$ cat src/rtl/sdiv_32_32_if.sv
// sdiv_32_32_if: operand/result bundle for the iterative 32-bit divider.
//   ai, bi : 33-bit signed operands (sign-extended for DIV/REM,
//            zero-extended for DIVU/REMU)
//   req    : operation request, level
//   rdy    : one-cycle pulse, q/rem valid from that cycle on
//   busy   : operation in flight
//   q, rem : quotient and remainder, low 32 bits
// master = requester side, slave = divider side.
interface sdiv_32_32_if;
    logic [32:0] ai;
    logic [32:0] bi;
    logic        req;
    logic        rdy;
    logic        busy;
    logic [31:0] q;
    logic [31:0] rem;

    modport master (
        output ai, bi, req,
        input  rdy, busy, q, rem
    );

    modport slave (
        input  ai, bi, req,
        output rdy, busy, q, rem
    );
endinterface

$ cat src/rtl/sdiv_32_32.sv
// sdiv_32_32: iterative signed/unsigned 32-bit divider (RISC-V M extension).
// Magnitudes are divided by radix-2^BITS_PER_CYCLE restoring division,
// then RISC-V sign rules are applied (quotient sign = sign_a ^ sign_b,
// remainder sign follows the dividend). Divide-by-zero and |a| < |b|
// finish directly from CHECK.
// Ports:
//   clk  : clock, rising edge
//   rst  : asynchronous reset, active-high
//   bus  : sdiv_32_32_if.slave (ai, bi, req in; rdy, busy, q, rem out)
// BITS_PER_CYCLE must be 1, 2 or 4.
module sdiv_32_32 #(
    parameter int BITS_PER_CYCLE = 1
) (
    input  logic         clk,
    input  logic         rst,
    sdiv_32_32_if.slave  bus
);

    localparam int         N_ITER    = 32 / BITS_PER_CYCLE;
    localparam logic [4:0] LAST_ITER = 5'(N_ITER - 1);

    typedef enum logic [2:0] {
        IDLE,
        CHECK,
        CALC,
        FIX,
        DONE
    } state_t;

    state_t      state_reg;
    logic        sign_a_reg;
    logic        sign_b_reg;
    logic [31:0] bu_reg;
    // Holds |a| in CHECK, then doubles as the dividend/quotient shift
    // register in CALC: dividend bits leave at the top, quotient bits
    // enter at the bottom, so after the last iteration it is the quotient.
    logic [31:0] dvd_reg;
    logic [31:0] prem_reg;
    logic [4:0]  cnt_reg;
    logic        rdy_reg;
    logic        busy_reg;
    logic [31:0] q_reg;
    logic [31:0] rem_reg;

    // Magnitudes: a negative operand is at most 2^31 in magnitude, so a
    // 32-bit negate of the low bits is exact.
    logic [31:0] ai_mag;
    logic [31:0] bi_mag;
    assign ai_mag = bus.ai[32] ? (32'd0 - bus.ai[31:0]) : bus.ai[31:0];
    assign bi_mag = bus.bi[32] ? (32'd0 - bus.bi[31:0]) : bus.bi[31:0];

    // Remainder for the fast path: the dividend itself with its sign.
    logic [31:0] fast_rem;
    assign fast_rem = sign_a_reg ? (32'd0 - dvd_reg) : dvd_reg;

    // Unrolled restoring-division stages, one per quotient bit per cycle.
    logic [31:0] stage_rem [BITS_PER_CYCLE+1];
    logic [31:0] stage_dvd [BITS_PER_CYCLE+1];

    assign stage_rem[0] = prem_reg;
    assign stage_dvd[0] = dvd_reg;

    genvar gi;
    generate
        for (gi = 0; gi < BITS_PER_CYCLE; gi = gi + 1) begin : g_stage
            logic [32:0] shifted;
            logic        ge;
            assign shifted = {stage_rem[gi], stage_dvd[gi][31]};
            assign ge      = (shifted >= {1'b0, bu_reg});
            // When ge, the true difference is below bu and fits 32 bits,
            // so a 32-bit subtract of the low bits is exact.
            assign stage_rem[gi+1] = ge ? (shifted[31:0] - bu_reg) : shifted[31:0];
            assign stage_dvd[gi+1] = {stage_dvd[gi][30:0], ge};
        end
    endgenerate

    always_ff @(posedge clk or posedge rst) begin
        if (rst) begin
            state_reg  <= IDLE;
            sign_a_reg <= 1'b0;
            sign_b_reg <= 1'b0;
            bu_reg     <= 32'd0;
            dvd_reg    <= 32'd0;
            prem_reg   <= 32'd0;
            cnt_reg    <= 5'd0;
            rdy_reg    <= 1'b0;
            busy_reg   <= 1'b0;
            q_reg      <= 32'd0;
            rem_reg    <= 32'd0;
        end else begin
            case (state_reg)
                IDLE: begin
                    if (bus.req) begin
                        sign_a_reg <= bus.ai[32];
                        sign_b_reg <= bus.bi[32];
                        dvd_reg    <= ai_mag;
                        bu_reg     <= bi_mag;
                        busy_reg   <= 1'b1;
                        state_reg  <= CHECK;
                    end
                end
                CHECK: begin
                    if (bu_reg == 32'd0) begin
                        q_reg     <= 32'hFFFF_FFFF;
                        rem_reg   <= fast_rem;
                        rdy_reg   <= 1'b1;
                        busy_reg  <= 1'b0;
                        state_reg <= DONE;
                    end else if (dvd_reg < bu_reg) begin
                        q_reg     <= 32'd0;
                        rem_reg   <= fast_rem;
                        rdy_reg   <= 1'b1;
                        busy_reg  <= 1'b0;
                        state_reg <= DONE;
                    end else begin
                        prem_reg  <= 32'd0;
                        cnt_reg   <= 5'd0;
                        state_reg <= CALC;
                    end
                end
                CALC: begin
                    prem_reg <= stage_rem[BITS_PER_CYCLE];
                    dvd_reg  <= stage_dvd[BITS_PER_CYCLE];
                    cnt_reg  <= cnt_reg + 5'd1;
                    if (cnt_reg == LAST_ITER) begin
                        state_reg <= FIX;
                    end
                end
                FIX: begin
                    q_reg     <= (sign_a_reg ^ sign_b_reg) ? (32'd0 - dvd_reg) : dvd_reg;
                    rem_reg   <= sign_a_reg ? (32'd0 - prem_reg) : prem_reg;
                    rdy_reg   <= 1'b1;
                    busy_reg  <= 1'b0;
                    state_reg <= DONE;
                end
                DONE: begin
                    rdy_reg   <= 1'b0;
                    state_reg <= IDLE;
                end
                default: begin
                    rdy_reg   <= 1'b0;
                    busy_reg  <= 1'b0;
                    state_reg <= IDLE;
                end
            endcase
        end
    end

    assign bus.rdy  = rdy_reg;
    assign bus.busy = busy_reg;
    assign bus.q    = q_reg;
    assign bus.rem  = rem_reg;

endmodule

$ cat src/flat_wrapper.sv
// flat-port wrapper written by rule: the top's interface ports become plain ports
module sdiv_32_32_flat 
#(
    parameter int BITS_PER_CYCLE = 1
)
  (clk, rst, bus_ai, bus_bi, bus_req, bus_rdy, bus_busy, bus_q, bus_rem);
  sdiv_32_32_if bus_i ();
  input  logic clk;
  input  logic rst;
  input wire logic [$bits(bus_i.ai)-1:0] bus_ai;
  input wire logic [$bits(bus_i.bi)-1:0] bus_bi;
  input wire logic [$bits(bus_i.req)-1:0] bus_req;
  output wire logic [$bits(bus_i.rdy)-1:0] bus_rdy;
  output wire logic [$bits(bus_i.busy)-1:0] bus_busy;
  output wire logic [$bits(bus_i.q)-1:0] bus_q;
  output wire logic [$bits(bus_i.rem)-1:0] bus_rem;
  assign bus_i.ai = bus_ai;
  assign bus_i.bi = bus_bi;
  assign bus_i.req = bus_req;
  assign bus_rdy = bus_i.rdy;
  assign bus_busy = bus_i.busy;
  assign bus_q = bus_i.q;
  assign bus_rem = bus_i.rem;
  sdiv_32_32 #(.BITS_PER_CYCLE(BITS_PER_CYCLE)) u_core (.clk(clk), .rst(rst), .bus(bus_i));
endmodule
$ cat config.mk
export PLATFORM = sky130hd
export DESIGN_NAME = sdiv_32_32_flat
export DESIGN_NICKNAME = d
export VERILOG_FILES = /design/src/rtl/sdiv_32_32_if.sv /design/src/rtl/sdiv_32_32.sv /design/src/flat_wrapper.sv
export SDC_FILE = /design/constraint.sdc
export NUM_CORES = 1
export LEC_CHECK = 0
export CORE_ASPECT_RATIO = 0.8
export CORE_MARGIN = 2
export CORE_UTILIZATION = 63
export DETAILED_ROUTE_END_ITERATION = 6
export GPL_TIMING_DRIVEN = 0
export PLACE_DENSITY = 0.93
export SKIP_CTS_REPAIR_TIMING = 1
export SLEW_MARGIN = 20
export SYNTH_ARGS = -nofsm -noshare
export SYNTH_HDL_FRONTEND = slang
export SYNTH_SLANG_ARGS = --single-unit
$ cat constraint.sdc
create_clock -name clk -period 11 [get_ports clk]
set_input_delay 1.65 -clock clk [delete_from_list [all_inputs] [get_ports clk]]
set_output_delay 1.65 -clock clk [all_outputs]
set_load 0.01 [all_outputs]
### Word-level counts from Yosys, hierarchy flattened

Index checks and enable logic that the tools add are counted.
Widths: inputs -> output; s select.

* register bits: 172
* output and inout port bits: 66
* bits of input ports: 69

* equality and inequality tests: 10
* reduce and logical (&&, ||, !) cells: 14
* add/subtract/negate cells: 6
* bitwise logic cells: 3
* muxes and demuxes: 32
* order comparisons: 2

Operators with widths (count)
* $mux 32: 13
* $pmux 32 s2: 4
* $sub 1x32->32 const A: 4
* $ge 33x32->1: 1
* $logic_not 32->1: 1
* $lt 32x32->1: 1
* $sub 32x32->32: 1
* $mux 3: 4
* $pmux 3 s4: 1
* $mux 5: 2
* $pmux 5 s2: 1
* $reduce_and 2->1: 5
* $eq 3x2->1 const B: 2
* $ne 2x2->1 const B: 3
* $pmux 1 s3: 2
* $reduce_and 3->1: 2
* $reduce_bool 2->1: 3
* $add 5x1->5 const B: 1
* $eq 5x5->1 const B: 1
* $mux 1: 5
* $reduce_or 2->1: 2
* $eq 3x1->1 const B: 1
* $eq 3x3->1 const B: 1
* $logic_not 3->1: 1
* 4 further kinds: 5

### Depth between registers and ports, before layout

Gate-level depths: netlist (run 1).

* depth in word-level cells: 5
* depth in mapped cells: 13
* depth with buffers taken out: 12

### Least setup slack after synthesis (run 1)

OpenSTA, ideal clock, no wires.

* path kind: input port to flip-flop
* start: input port bus_bi[8]
* end: register u_core.bu_reg[31]
* data required time: 10.868 ns
* setup slack: 6.806 ns
* data arrival time: 4.062 ns
* stages on the path: 8
* path buffers: 0
* cells stage by stage: or4_4 > or4_4 > or4_4 > or3b_4 > nand2b_4 > o31ai_4 > xor2_1 > o21ai_1

* cells in the longest elaborated chain, start to end: 2

Ends and longest elaborated chain
* start, declared: RTL line flat_wrapper.sv:11 `input wire logic [$bits(bus_i.bi)-1:0] bus_bi;`
* $sub 1x32->32: RTL line sdiv_32_32.sv:50 `assign bi_mag = bus.bi[32] ? (32'd0 - bus.bi[31:0]) : bus.bi[31:0];`
* $mux 32: RTL line sdiv_32_32.sv:50
* end signal, assigned: RTL line sdiv_32_32.sv:97 `bu_reg <= bi_mag;`
* end, declared: RTL line sdiv_32_32.sv:33 `logic [31:0] bu_reg;`

No other way between the ends.
A chain may end at the register's enable or synchronous reset.

### Worst setup path after layout (run 1)

* start: input port bus_bi[8]
* end: register u_core.bu_reg[29]

Same word-level chain as after synthesis.

==> results of run 1 <==
## kinds of logic after synthesis
kind of cell	Yosys count	synth area share (%)
compound gates	444	22.4
xor+xnor	176	11.8
fa+ha+maj	70	6.77
buf+inv	152	4.43
flops	172	33.0
mux	71	6.13
simple gates	403	15.5
## worst min path at each step
| stage | start | to | slack, ns | cells after the start |
|---|---|---|---|---|
| 3_5_place_dp | u_core.bus.q[8] | u_core.bus.q[8] | 0.48 | 1 |
| 5_1_grt | u_core.bus.q[6] | u_core.bus.q[6] | 0.51 | 1 |
| 3_3_place_gp | u_core.bus.q[31] | u_core.bus.q[31] | 0.48 | 1 |
| 6_report | u_core.bus.q[8] | u_core.bus.q[8] | 0.50 | 1 |
| 2_1_floorplan | u_core.cnt_reg[2] | u_core.cnt_reg[2] | 0.46 | 1 |
| 4_1_cts | u_core.bus.q[8] | u_core.bus.q[8] | 0.50 | 1 |
## stage by stage
step / setup WS, ns / hold slack, ns
after floorplan: 4.69 / 0.465
after global placement: 2.63 / 0.476
after detailed placement: 6.17 / 0.485
after CTS: 6.62 / 0.500
after global routing: 6.53 / 0.510
final: 6.60 / 0.500
## critical path, stage by stage
cell and delay [ns]:
clkdlybuf4s50_1 0.46, or4_4 0.58, or4_4 0.45, or4_4 0.45, or3b_4 0.42, nand2b_4 0.18
o31ai_2 0.22, xor2_1 0.22, o21ai_1 0.09
## layer usage
metal,track usage (%),vias up,share of wire (%)
met5,0,-,0
met4,17.4,0,5.0
met3,11.7,179,14
met2,57.8,1008,42
met1,56.6,6182,39
li1,-,5723,-
## report_power, final
part	switching, W	internal (W)
logic	0.00220	0.00147
clock network	0.000282	0.000383
registers	0.000407	0.000916
total	0.00289	0.00277
## layout make-up
| cell class | instances | share of cell area, % |
|---|---|---|
| Buffer | 100 | 2.48 |
| Clock buffer | 20 | 3.03 |
| Clock inverter | 12 | 1.12 |
| Inverter | 52 | 1.31 |
| Multi-Input combinational cell | 1164 | 53.1 |
| Sequential cell | 172 | 27.9 |
| Tap cell | 269 | 2.18 |
| Timing Repair Buffer | 136 | 8.92 |
## synthesized netlist by cell type, drive strengths merged (4+ instances only)
cell,count
a211o,4
a211oi,6
a21o,21
a21oi,100
a221o,27
a22o,7
a22oi,28
a31oi,9
and3,21
buf,15
clkbuf,85
dfrtp,172
ha,69
inv,52
mux2,62
mux2i,8
nand2,150
nand2b,15
nand3,16
nand4,11
nor2,58
nor2b,10
nor3,21
nor4,39
o211ai,9
o21a,7
o21ai,139
o21bai,5
o31ai,48
o41ai,13
or2,8
or3,26
or4,12
xnor2,57
xor2,119
==> metrics.md, run 1 <==
| Metric | Value |
|---|---|
| Total gr overflow | `0` |
| Synth warnings | `0` |
| Worst EP required | `between 10 and 15 ns` |
| Final WL | `43.9 mm` |
| I/O Buffers | `between 100 and 150` |
| Yosys top cell area share | `33.0%` |
| Failing checks | `design-rule violations` |
| Fin area | `15400 um2` |
| Crit. Startpoint | `bus_bi[8]` |
| Clk Latency, worst-skew pair | `0.44 ns` |
| Avg Synthesized Cell Area | `8.77 um2` |
| Most common cell after layout, fill and taps aside | `dfrtp_1` |
| Total Nets Final | `approximately 1800` |
| CP max FO | `5` |
| Chip Width | `165 um` |
| Synthesized flop and latch total | `roughly 170` |
| Register area share after synthesis | `33.0%` |
| Setup TNS | `0 ns` |
| Layout Area Growth over Synthesis | `18.2%` |
| Antenna violations before repair | `0` |
| H-tree depth | `4` |
| Commonest non-fill, non-tap cells in the layout | `dfrtp_1, nand2_1, clkdlybuf4s50_1, xor2_1, a21oi_1` |
| RSZ-0062 raised after global routing | `no` |
| Final Hold Viols | `0` |
| Final setup viols | `0` |
| FFs w/ async S/R, synth | `100%` |
| VDD IR max | `237 uV` |
| Maximum Capacitance Violations | `0` |
| Final core occ | `75.2%` |
| Fillcell total | `between 1000 and 1500` |
| DRC | `5` |
| Vias in the first global route | `12300` |
| Reg2reg setup slack | `6.98 ns` |
| Maximum clock frequency | `227 MHz` |
| Gp weighted congestion | `1.06` |
| DR vias | `13100` |
| Via-to-Cell Ratio | `slightly below 7` |
| Synth unique cells | `69` |
| Row count | `47` |
| Static leakage | `roughly 6.8 nW` |
| Final Instance Count excl. Fillers | `1925` |
| Area leader, netlist | `dfrtp_1` |
| Reg2Reg Depth | `11` |
| Starting Density | `roughly 64%` |
| Sink Count | `172` |
| Setup CP Type | `input pin to register` |
| WL per Instance | `22.8 um` |
| Top cells by area, synth | `dfrtp_1, xor2_1, ha_1` |
| CP Capture Point | `u_core.bu_reg[29]` |
| PnR Total Power | `around 0.0057 W` |
| TritonCTS clock tree | `done` |
| Core area | `20500 um2` |
| Syn Nets | `around 1600` |
| Post-layout min period | `between 4 and 5 ns` |
| Slew @ Worst Pin | `1.02 ns` |
| Share of layout cells above drive strength 1 | `6.64%` |
| Hold Path Class | `register to register` |
| Mapped Area | `13100 um2` |
| R2r startpoint | `u_core.bu_reg[1]` |
| Post-synth EDFFs | `0` |
| Clk slew on worst S/H paths | `0.07 ns` |
| DP Area | `approximately 15000 um2` |
| Area of the multi-input gates | `8180 um2` |
| Max-slew headroom | `30.5%` |
| Final ANT Viol Nets | `0` |
| Root Driver | `clkbuf_16` |
| Clk buf depth | `2` |
| Status | `finished, violations left` |
| Endpoint class of the critical path | `register` |
| Worst Skew | `0.0141 ns` |
| First-pass GRT wire length | `67.5 mm` |
| FF+latch area | `roughly 4300 um2` |
| Router iterations before antenna repair | `7` |
| Placed Cells | `~1900` |
| Num CTS Buffers | `17` |
| Largest net degree at the start of global routing | `100` |
| Tcrit/Tclk final | `40.0%` |
| Arr. time, crit path | `4.71 ns` |
| Syn Inst Count | `between 1000 and 1500` |
| PD cells | `367 nW/um2` |
| N_diodes | `0` |
| Initial DRC count | `1962` |
| CP Launch Type | `input pin` |
| HPWL Detailed | `about 34 mm` |
| Full die area | `approximately 22000 um2` |
| I/O pin count | `135` |
| Worst R2R End | `u_core.prem_reg[11]` |
| Top_reg_cell synth | `dfrtp_1` |
| GRT Util Overall | `40.2%` |
| Max-slew violation count | `0` |
| Chip height | `133 um` |
(Power assumes the default switching activity.)
==> run 2: changes to the inputs <==
CORE_UTILIZATION = 53   (was 63)
PLACE_DENSITY = 0.84   (was 0.93)
clock period = 3.7 ns   (was 11 ns; I/O delays follow)
==> metrics.md, run 2 (synthesis gave the netlist of run 1 again) <==
| Metric | Value |
|---|---|
| Static leakage | `6.83 nW (about the same)` |
| Layout Area Growth over Synthesis | `19.4%` |
| Worst hold slack | `0.484 ns (-0.0165 ns)` |
| Slew @ Worst Pin | `1.10 ns (+0.0838 ns)` |
| PD cells | `1070 nW/um2 (+190%)` |
| Setup CP Type | `register to register` |
| Row count | `51 (+8.5%)` |
| Reg2Reg Depth | `13 (+2)` |
| I/O pin count | `135 (unchanged)` |
| First-pass GRT wire length | `66.7 mm (-1.2%)` |
| Status | `finished, final reports clean` |
| Setup ws final | `0.121 ns (-6.48 ns)` |
| Num CTS Buffers | `17 (unchanged)` |
| Final setup viols | `0 (unchanged)` |
| HPWL Detailed | `34.6 mm (+3.2%)` |
| Share of layout cells above drive strength 1 | `7.76% (+1.1 points)` |
| R2r startpoint | `u_core.bu_reg[8]` |
| Reg2reg setup slack | `0.12 ns (-6.86 ns)` |
| Post-layout min period | `3.58 ns` |
| Worst Skew | `0.0125 ns (-0.00161 ns)` |
| Crit. Startpoint | `u_core.bu_reg[8]` |
| Worst EP required | `4.01 ns (-7.30 ns)` |
| Chip Width | `179 um (+8.8%)` |
| Setup TNS | `0 ns (unchanged)` |
| Max Used Layer | `met4` |
| Hold Path Class | `input pin to asynchronous set/reset pin` |
| Worst R2R End | `u_core.prem_reg[6]` |
| Vias in the first global route | `11900 (-3.3%)` |
| Final Hold Viols | `0 (unchanged)` |
| CP Launch Type | `register` |
| Initial DRC count | `1417 (-28%)` |
| Met3 Wirelength | `5.13 mm (-18%)` |
| Maximum clock frequency | `279 MHz` |
| CP max FO | `10 (+5)` |
| Antenna violations before repair | `1 (+1)` |
| WL per Instance | `22.2 um (-2.5%)` |
| Endpoint class of the critical path | `register` |
| Arr. time, crit path | `3.89 ns (-0.82 ns)` |
| Router iterations before antenna repair | `6 (-1)` |
| TritonCTS clock tree | `done` |
| Chip height | `144 um (+8.8%)` |
| WL met2 | `18.4 mm (+0.61%)` |
| GRT Util Overall | `33.2% (-7.0 points)` |
| CP Capture Point | `u_core.prem_reg[6]` |
| Max-slew violation count | `0 (unchanged)` |
| Total gr overflow | `0 (unchanged)` |
| Clk Latency, worst-skew pair | `0.44 ns (about the same)` |
| Largest net degree at the start of global routing | `33 (-67%)` |
| Max-slew headroom | `26.1% (-4.4 points)` |
| Full die area | `25900 um2 (+18%)` |
| Final WL | `44.0 mm (+0.43%)` |
| Maximum Capacitance Violations | `0 (unchanged)` |
| VDD IR max | `643 uV (+170%)` |
| DP Area | `14900 um2 (+1.0%)` |
| Clk slew on worst S/H paths | `0.07 ns (about the same)` |
| I/O Buffers | `134 (unchanged)` |
| Root Driver | `clkbuf_16` |
| Starting Density | `53.8% (-9.8 points)` |
| H-tree depth | `4 (unchanged)` |
| Final ANT Viol Nets | `0 (unchanged)` |
| Clk buf depth | `2 (unchanged)` |
| Via-to-Cell Ratio | `6.42 (-5.7%)` |
| RSZ-0062 raised after global routing | `no` |
| Total Nets Final | `1790 (+0.45%)` |
| Most common cell after layout, fill and taps aside | `dfrtp_1` |
| Sink Count | `172 (unchanged)` |
| DR vias | `12700 (-2.9%)` |
| Core area | `24200 um2 (+18%)` |
| Placed Cells | `1947 (+2.9%)` |
| DRC | `0 (-5)` |
| Tcrit/Tclk final | `96.7%` |
| Fin area | `15600 um2 (+1.1%)` |
| Place WS | `-0.166 ns (-6.33 ns)` |
| Final Instance Count excl. Fillers | `1982 (+3.0%)` |
| Commonest non-fill, non-tap cells in the layout | `dfrtp_1, nand2_1, clkdlybuf4s50_1, xor2_1, a21oi_1` |
| Gp weighted congestion | `0.987 (-6.8%)` |
| Met1 WL | `18.9 mm (+11%)` |
run 2: changes by cell type in the layout (fill, tap and decap cells not counted), sizes merged:
cell and delta:
clkinvlp +3, inv -1, bufinv -3, diode +1, clkinv +2, buf +6
run 2: worst min-delay path by stage:
stage | startpoint | endpoint
CTS | rst | u_core.cnt_reg[3]
finish | rst | u_core.cnt_reg[1]
floorplan | u_core.cnt_reg[2] | u_core.cnt_reg[2]
detailed placement | u_core.bus.q[8] | u_core.bus.q[8]
global placement | u_core.bus.q[31] | u_core.bus.q[31]
global route | u_core.bus.q[1] | u_core.bus.q[1]
run 2: area by class of cell:
class | count | area (um2)
clock buffer | 18 | 429
fill | 2039 | 8650
sequential | 172 | 4310
tap | 318 | 398
clock inverter | 13 | 109
inverter | 52 | 199
multi-input combinational | 1164 | 8260
timing repair buffer | 144 | 1500
antenna | 1 | 2.50
buffer | 100 | 390
run 2: worst max-delay path, stage by stage, from the launching register on:
cell and delay [ns]:
dfrtp_1 0.40, inv_1 0.19, ha_1 0.26, clkbuf_1 0.19, a211oi_1 0.24, nor2_1 0.09
o31a_1 0.27, a211o_2 0.41, a221oi_4 0.36, o211a_1 0.18, buf_2 0.21, clkbuf_4 0.26
nor4_1 0.08, a221o_1 0.29
run 2: stage by stage:
stage / utilization (%) / total power, W
finish: 64.3 / 0.0166
global route: 64.3 / 0.0176
CTS: 63.8 / 0.0161
detailed placement: 61.6 / 0.0143
global placement: 61.0 / 0.0140
floorplan: - / 0.0107
run 2: per-layer routing:
layer | vias up | GRT usage, %
met5 | - | 0
met4 | 0 | 11.4
met3 | 101 | 10.1
met2 | 730 | 48.9
met1 | 6136 | 46.5
li1 | 5748 | -
run 2: where the power goes:
part / leakage [nW] / switching [W] / internal, W
clock: 0.256 / 0.000842 / 0.000873
combinational: 4.37 / 0.00655 / 0.00446
sequential: 2.21 / 0.00117 / 0.00273
